**src/rtl/dealer_player_if.sv**
```systemverilog
// Hit/pass handshake between the blackjack core and the automated dealer.
// The core drives the master side and the dealer_player drives the slave side.
interface dealer_player_if;
  logic       turn_start;
  logic [7:0] hand_total;
  logic       soft_hand;
  logic       card_dealt;
  logic       hit;
  logic       pass;
  logic       busy;
  logic       done;
  logic       bust;
  logic       timeout_err;
  logic [2:0] card_count;

  modport master (
    output turn_start, hand_total, soft_hand, card_dealt,
    input  hit, pass, busy, done, bust, timeout_err, card_count
  );

  modport slave (
    input  turn_start, hand_total, soft_hand, card_dealt,
    output hit, pass, busy, done, bust, timeout_err, card_count
  );
endinterface

```
**src/rtl/dealer_player.sv**
```systemverilog
// Automated blackjack dealer: applies the dealer stand/hit policy each turn,
// pulses hit/pass and waits for the core to deal each requested card.
module dealer_player #(
  parameter int STAND_THRESH = 17,
  parameter int HIT_SOFT17   = 1,
  parameter int THINK_CYCLES = 4,
  parameter int WAIT_LIMIT   = 16,
  parameter int MAX_CARDS    = 5
) (
  input  logic           clk,
  input  logic           reset,
  dealer_player_if.slave dp
);
  localparam int TW = $clog2(THINK_CYCLES + 1);
  localparam int WW = $clog2(WAIT_LIMIT + 1);
  localparam logic [TW-1:0] THINK_LAST = TW'(THINK_CYCLES);
  localparam logic [WW-1:0] WAIT_LAST  = WW'(WAIT_LIMIT - 1);
  localparam logic [7:0]    STAND_T    = 8'(STAND_THRESH);
  localparam logic [2:0]    CARD_CAP   = 3'(MAX_CARDS);

  typedef enum logic [2:0] {
    IDLE, THINK, DECIDE, WAIT_CARD, DONE
  } state_t;

  state_t        state, state_nx;
  logic [TW-1:0] think_cnt, think_nx;
  logic [WW-1:0] wait_cnt, wait_nx;
  logic [2:0]    cards, cards_nx;
  logic          hit_q, hit_nx;
  logic          pass_q, pass_nx;
  logic          busy_q, busy_nx;
  logic          done_q, done_nx;
  logic          bust_q, bust_nx;
  logic          tmo_q, tmo_nx;
  logic          want_hit;

  assign want_hit = (dp.hand_total < STAND_T) ||
                    ((HIT_SOFT17 != 0) && (dp.hand_total == 8'd17) && dp.soft_hand);

  always_comb begin
    state_nx = state;
    think_nx = think_cnt;
    wait_nx  = wait_cnt;
    cards_nx = cards;
    hit_nx   = 1'b0;
    pass_nx  = 1'b0;
    bust_nx  = bust_q;
    tmo_nx   = tmo_q;
    case (state)
      IDLE, DONE: begin
        if (dp.turn_start) begin
          state_nx = THINK;
          think_nx = '0;
          cards_nx = 3'd2;
          bust_nx  = 1'b0;
          tmo_nx   = 1'b0;
        end
      end
      // Counting up to THINK_CYCLES inclusive lands the decision pulse
      // THINK_CYCLES+2 clocks after the turn_start / card_dealt edge.
      THINK: begin
        if (think_cnt == THINK_LAST) begin
          state_nx = DECIDE;
          think_nx = '0;
        end else begin
          think_nx = think_cnt + 1'b1;
        end
      end
      DECIDE: begin
        if (dp.hand_total > 8'd21) begin
          bust_nx  = 1'b1;
          state_nx = DONE;
        end else if (cards == CARD_CAP) begin
          pass_nx  = 1'b1;
          state_nx = DONE;
        end else if (want_hit) begin
          hit_nx   = 1'b1;
          wait_nx  = '0;
          state_nx = WAIT_CARD;
        end else begin
          pass_nx  = 1'b1;
          state_nx = DONE;
        end
      end
      // A card arriving on the expiry clock takes priority over the timeout.
      WAIT_CARD: begin
        if (dp.card_dealt) begin
          cards_nx = (cards == 3'd7) ? 3'd7 : cards + 1'b1;
          think_nx = '0;
          state_nx = THINK;
        end else if (wait_cnt == WAIT_LAST) begin
          tmo_nx   = 1'b1;
          state_nx = DONE;
        end else begin
          wait_nx = wait_cnt + 1'b1;
        end
      end
      default: state_nx = IDLE;
    endcase
    busy_nx = (state_nx == THINK) || (state_nx == DECIDE) || (state_nx == WAIT_CARD);
    done_nx = (state_nx == DONE);
  end

  always_ff @(posedge clk or negedge reset) begin
    if (!reset) begin
      state     <= IDLE;
      think_cnt <= '0;
      wait_cnt  <= '0;
      cards     <= 3'd0;
      hit_q     <= 1'b0;
      pass_q    <= 1'b0;
      busy_q    <= 1'b0;
      done_q    <= 1'b0;
      bust_q    <= 1'b0;
      tmo_q     <= 1'b0;
    end else begin
      state     <= state_nx;
      think_cnt <= think_nx;
      wait_cnt  <= wait_nx;
      cards     <= cards_nx;
      hit_q     <= hit_nx;
      pass_q    <= pass_nx;
      busy_q    <= busy_nx;
      done_q    <= done_nx;
      bust_q    <= bust_nx;
      tmo_q     <= tmo_nx;
    end
  end

  assign dp.hit         = hit_q;
  assign dp.pass        = pass_q;
  assign dp.busy        = busy_q;
  assign dp.done        = done_q;
  assign dp.bust        = bust_q;
  assign dp.timeout_err = tmo_q;
  assign dp.card_count  = cards;
endmodule

```
**src/flat_wrapper.sv**
```systemverilog
// flat-port wrapper written by rule: the top's interface ports become plain ports
module dealer_player_flat 
#(
  parameter int STAND_THRESH = 17,
  parameter int HIT_SOFT17   = 1,
  parameter int THINK_CYCLES = 4,
  parameter int WAIT_LIMIT   = 16,
  parameter int MAX_CARDS    = 5
)
  (clk, reset, dp_turn_start, dp_hand_total, dp_soft_hand, dp_card_dealt, dp_hit, dp_pass, dp_busy, dp_done, dp_bust, dp_timeout_err, dp_card_count);
  dealer_player_if dp_i ();
  input  logic clk;
  input  logic reset;
  input wire logic [$bits(dp_i.turn_start)-1:0] dp_turn_start;
  input wire logic [$bits(dp_i.hand_total)-1:0] dp_hand_total;
  input wire logic [$bits(dp_i.soft_hand)-1:0] dp_soft_hand;
  input wire logic [$bits(dp_i.card_dealt)-1:0] dp_card_dealt;
  output wire logic [$bits(dp_i.hit)-1:0] dp_hit;
  output wire logic [$bits(dp_i.pass)-1:0] dp_pass;
  output wire logic [$bits(dp_i.busy)-1:0] dp_busy;
  output wire logic [$bits(dp_i.done)-1:0] dp_done;
  output wire logic [$bits(dp_i.bust)-1:0] dp_bust;
  output wire logic [$bits(dp_i.timeout_err)-1:0] dp_timeout_err;
  output wire logic [$bits(dp_i.card_count)-1:0] dp_card_count;
  assign dp_i.turn_start = dp_turn_start;
  assign dp_i.hand_total = dp_hand_total;
  assign dp_i.soft_hand = dp_soft_hand;
  assign dp_i.card_dealt = dp_card_dealt;
  assign dp_hit = dp_i.hit;
  assign dp_pass = dp_i.pass;
  assign dp_busy = dp_i.busy;
  assign dp_done = dp_i.done;
  assign dp_bust = dp_i.bust;
  assign dp_timeout_err = dp_i.timeout_err;
  assign dp_card_count = dp_i.card_count;
  dealer_player #(.STAND_THRESH(STAND_THRESH), .HIT_SOFT17(HIT_SOFT17), .THINK_CYCLES(THINK_CYCLES), .WAIT_LIMIT(WAIT_LIMIT), .MAX_CARDS(MAX_CARDS)) u_core (.clk(clk), .reset(reset), .dp(dp_i));
endmodule
```
**config.mk**
```make
export PLATFORM = sky130hd
export DESIGN_NAME = dealer_player_flat
export DESIGN_NICKNAME = d
export VERILOG_FILES = /design/src/rtl/dealer_player_if.sv /design/src/rtl/dealer_player.sv /design/src/flat_wrapper.sv
export SDC_FILE = /design/constraint.sdc
export NUM_CORES = 1
export LEC_CHECK = 0
export CAP_MARGIN = 20
export CORE_MARGIN = 2
export CORE_UTILIZATION = 54
export DETAILED_ROUTE_END_ITERATION = 12
export GPL_TIMING_DRIVEN = 0
export PLACE_DENSITY = 0.84
export SLEW_MARGIN = 20
export SYNTH_ARGS = -nofsm -noshare
export SYNTH_HDL_FRONTEND = slang
export SYNTH_SLANG_ARGS = --single-unit
```
**constraint.sdc**
```tcl
create_clock -name clk -period 3 [get_ports clk]
set_input_delay 0.6 -clock clk [delete_from_list [all_inputs] [get_ports clk]]
set_output_delay 0.6 -clock clk [all_outputs]
set_load 0.05 [all_outputs]
```
Word level (Yosys, flattened, before mapping)

Index checks and enable logic that the tools add are counted.

Register bits: 20
Input port bits: 13
Output and inout port bits: 9
Logic and storage cells: 88

Add/sub/neg operators: 3
$lt $le $gt $ge: 2
Equal/unequal tests: 22
Mux-type cells: 36
Reduce and logical (&&, ||, !) cells: 15

Operators by type and width:

| cell                                                   | number |
|---|---|
| 2-to-1 mux 3 bit                                       | 13 |
| 2-to-1 mux 5 bit                                       | 5 |
| equality test 3 bit (second input constant)            | 5 |
| equality test 3 x 2 -> 1 bit (second input constant)   | 4 |
| 2-to-1 mux 1 bit                                       | 12 |
| inequality test 2 bit (second input constant)          | 6 |
| one-hot mux 3 bit (4 select lines)                     | 1 |
| one-hot mux 5 bit (2 select lines)                     | 1 |
| one-hot mux 3 bit (3 select lines)                     | 1 |
| AND reduction 3 bit                                    | 3 |
| equality test 8 x 5 -> 1 bit (second input constant)   | 1 |
| > comparator 8 x 5 -> 1 bit (second input constant)    | 1 |
| < comparator 8 x 5 -> 1 bit (second input constant)    | 1 |
| adder 3 x 1 -> 3 bit (second input constant)           | 2 |
| equality test 3 x 1 -> 1 bit (second input constant)   | 2 |
| inequality test 2 x 1 -> 1 bit (second input constant) | 3 |
| one-hot mux 3 bit (2 select lines)                     | 1 |
| AND reduction 6 bit                                    | 1 |
| nonzero test 2 bit                                     | 3 |
| adder 5 x 1 -> 5 bit (second input constant)           | 1 |
| equality test 5 x 4 -> 1 bit (second input constant)   | 1 |
| one-hot mux 1 bit (2 select lines)                     | 2 |
| AND reduction 4 bit                                    | 1 |
| logical NOT 3 bit                                      | 1 |
| other kinds (4)                                        | 6 |

Depth between registers and ports, before layout

Depth in word-level cells: 10
Gate-level depth with buffers: 7
Mapped depth without buffers: 7

Worst setup path after synthesis

Ideal clock, no wire load.

Kind: flip-flop to flip-flop
From: reg u_core.wait_cnt[0]
To: reg u_core.wait_cnt[1]
Setup time: 83 ps
Data arrival time: 1814 ps
Required time: 2917 ps
Slack: 1103 ps
Cell stages (with the launch flop): 8
Path buffers: 0
Period minus slack after synthesis: 1897 ps
Cell sequence: dfrtp_1 > ha_1 > and3_1 > ha_1 > or4b_1 > o21ai_0 > nand2_1 > o21ai_0

Word-level cells in the longest chain between the ends: 4
Elaborated cells on any way between the ends: 7
Classes of those cells: add/sub (1); eq/ne (2); mux (3); reduce/logical (1)

Ends and longest elaborated chain:

| item                               | line                 | RTL |
|---|---|---|
| start: declaration                 | dealer_player.sv:27  | `logic [WW-1:0] wait_cnt, wait_nx;` |
| start signal: assignment           | dealer_player.sv:119 | `wait_cnt <= wait_nx;` |
| adder 5 x 1 -> 5 bit               | dealer_player.sv:95  | `wait_nx = wait_cnt + 1'b1;` |
| 2-to-1 mux 5 bit                   | dealer_player.sv:91  | `end else if (wait_cnt == WAIT_LAST) begin` |
| 2-to-1 mux 5 bit                   | dealer_player.sv:87  | `if (dp.card_dealt) begin` |
| one-hot mux 5 bit (2 select lines) | dealer_player.sv:49  | `case (state)` |

Several ways; a longest one is shown, not always the timed one. The select of a mux whose other input is x is not followed.
A chain may end at the register's enable or synchronous reset.

Worst setup path in the final report

From: reg u_core.cards[0] (netlist: u_core.dp.card_count[0])
To: out dp_card_count[0]

RTL lines:

| item                     | line                 | RTL |
|---|---|---|
| start: declaration       | dealer_player.sv:28  | `logic [2:0] cards, cards_nx;` |
| start signal: assignment | dealer_player.sv:120 | `cards <= cards_nx;` |
| end: declaration         | flat_wrapper.sv:24   | `output wire logic [$bits(dp_i.card_count)-1:0] dp_card_count;` |

No word-level cell between the ends.

==> impl_results.md <==
- Die footprint: 2399 um^2
- CTS Sinks: 20
- CP endpoint: dp_card_count[0]
- Design area: 1359 um^2
- Mapped Area: 1092 um^2
- Post-DP HPWL: 1590 um
- CTS tree: built
- Critical path buffers and inverters: 1
- Critical path fanouts, max: 5
- Max VDD drop: 458.8 uV
- Largest stage delay, worst path: 830 ps
- #FFs+latches synth: 20
- Area delta synth->final: 24.40%
- DIE WIDTH: 48.98 um
- Crit path kind: flip-flop to output pin
- Fin Setup TNS: 0 ps
- Initial antenna violation count: 0
- Starting DRT DRC Count: 14
- Post-synth top area share: 45.82%
- Compound-cell area share of the yosys netlist: 16.04%
- Reg2Reg Launch Point: u_core.wait_cnt[0]
- Worst skew pair latency: 300 ps
- Top area cells in the synthesized netlist: dfrtp_1 (46%), ha_1 (6.9%), nor2_1 (4.1%)
- Area after DPL: 1336 um^2
- CP delay by family, top: buffers and inverters
- Ys async rst share: 100.0%
- Largest net degree at the start of global routing: 21
- R2r setup slk: 930 ps
- PnR worst setup slack: 853.7 ps
- Final wirelength: 2074 um
- Fmax: 465.9 MHz
- Placeable Area: 1942 um^2
- Detailed Routing Iterations Pass 1: 4
- Leakage: 0.5954 nW
- Final nets: 153
- Final Power: 1.097 mW
- Period utilization: 71.54%
- Critical Path End Type: output pin
- Final ANT Viol Nets: 0
- Gpl congestion: 0.8029
- H-tree depth: 1
- Setup Slack @ Placement: 867.8 ps
- Final setup vio count: 0
- Most common cell in the synthesized netlist: dfrtp_1
- Reg-to-Reg End: u_core.wait_cnt[4]
- Via density: 5.522
- WL per Instance: 13.04 um
- Vias in the first global route: 847
- Largest family of logic cells by synthesized area: simple AND/OR/NAND/NOR gates
- Hold Crit Class: flip-flop to flip-flop
- Max cap viols: 0
- Syn Nets: 127
- # rows: 16
- Post-synthesis sequential area ratio: 45.82%
- Register clock-pin slew on the reported worst setup and hold paths: 110 ps
- Total track usage: 19.21%
- CTS resizes: 0
- EDFF count, synth: 0
- Fin. Hold Viols: 0
- Post-synth top cells: dfrtp_1 (20), nor2_1 (12), inv_1 (8)
- Worst EP arrival: 1550 ps
- Worst-margin pin slew: 865.3 ps
- CP max-delay cell: clkdlybuf4s50_1
- Mapped Cells: 108
- Final Slew Violations: 0
- Crit path launch: u_core.dp.card_count[0]
- Layout Utilization: 69.97%
- Count of unique library cells instantiated by Yosys: 44
- Reg2Reg Depth: 7
- Simple-Gate Fraction of Synth Area: 22.91%
- Grt ovf: 0
- Die height: 48.98 um
- Crit path depth: 1
- Post-CTS Setup Bufs: 0
- Area leader, netlist: dfrtp_1
- Adder-cell share of the synthesized area: 6.873%
- First-pass GRT wire length: 3574 um
- I/O Buffers: 21
- CTS Buf Count: 3
- RSZ-0062 raised after global routing: no
- Layout cells sized above 1: 10.61%
- Mapped Avg Cell Area: 10.11 um^2
- Worst slew margin: 42.13%
- PwrDens: 807.3 nW/um^2
- Req. time, crit path: 2400 ps
- Placed cells: 156
- DR vias: 878
- Status: complete, no violations
- Initial core utilization: 56.25%
- Min Tclk post-route: 2146 ps
- CP cell instances: clkdlybuf4s50_1
- IO Pins: 22
- Clk_skew: 9.736 ps
- Root Buffer: clkbuf_4
- Critical Path Source Type: flip-flop
- Top FF cell, synth: dfrtp_1
- Diode count: 0
- Worst hold slack: 513.1 ps
- Post-synthesis mux area share: 1.947%
- CTS max path bufs: 2
- DRC: 0
- Post-route insts no fill: 159
- # hold bufs at CTS: 0
- XOR/XNOR Fraction of Synth Area: 1.604%
- Synth warn: 0
## cell type report
class	instances	area, um^2
well taps	27	33.78
flip-flops and latches	20	500.5
inverters	8	30.03
fillers	160	583.1
clock buffers	3	22.52
plain buffers	2	22.52
multi-input cells	78	539.3
repair buffers	21	210.2
## routing by layer
| layer | global-route usage [%] | wire length (um) | part of all wire (%) | up-vias |
|---|---|---|---|---|
| li1 | - | - | - | 431 |
| met1 | 25.45 | 938 | 45 | 417 |
| met2 | 30.14 | 1008 | 49 | 21 |
| met3 | 2.761 | 65 | 3.1 | 9 |
| met4 | 10.95 | 61 | 2.9 | 0 |
| met5 | 0 | 0 | 0 | - |
## logic make-up (layout without fill, tap and decap cells)
| family | after synthesis | in the layout |
|---|---|---|
| simple gates | 42 | 42 |
| compound gates | 26 | 26 |
| flops | 20 | 20 |
| buf+inv | 10 | 34 |
| fa+ha+maj | 6 | 6 |
| xor+xnor | 2 | 2 |
| mux | 2 | 2 |
## layout by cell type, fill, tap and decap left out, types with 2 or more instances in the layout
cell / synthesis / final
dfrtp_1: 20 / 20
a31oi_1: 2 / 2
clkdlybuf4s50_1: 0 / 21
nand3b_1: 2 / 2
buf_6: 2 / 2
o22ai_1: 2 / 2
inv_1: 8 / 8
or2_2: 3 / 3
o21ai_0: 7 / 7
a21oi_1: 3 / 3
clkbuf_4: 0 / 3
nand2b_1: 2 / 2
nor3_1: 2 / 2
ha_1: 6 / 6
nand2_1: 6 / 6
nor2_1: 12 / 12
nand3_1: 2 / 2
## state kept, by name (all words and copies together) (netlist names)
name,cells
u_core.dp.timeout_err,1
u_core.dp.card_count,3
u_core.dp.bust,1
u_core.dp.hit,1
u_core.wait_cnt,5
u_core.dp.pass,1
u_core.state,3
u_core.think_cnt,3
u_core.dp.busy,1
u_core.dp.done,1
## power breakdown
part / internal (mW) / switching (mW)
clock: 0.0468 / 0.0780
sequential: 0.355 / 0.0651
combinational: 0.251 / 0.301
## worst register-to-register path, cell delays in order, from the launching register on
cell	delay [ps]
dfrtp_1	460
ha_1	240
and3_1	180
ha_1	250
or4b_1	560
o22ai_1	170
nand2_1	80
o31ai_1	60
## how the worst min path moves through the flow
stage | from | to | slack [ps] | depth (start not counted)
detailed placement | u_core.think_cnt[2] | u_core.think_cnt[2] | 500 | 1
global placement | u_core.think_cnt[2] | u_core.think_cnt[2] | 490 | 1
CTS | u_core.think_cnt[2] | u_core.think_cnt[2] | 510 | 1
global route | u_core.think_cnt[2] | u_core.think_cnt[2] | 530 | 1
floorplan | reset | u_core.dp.bust | 300 | 0
finish | u_core.think_cnt[2] | u_core.think_cnt[2] | 510 | 1
No activity file was read; power rests on OpenSTA's default activity.
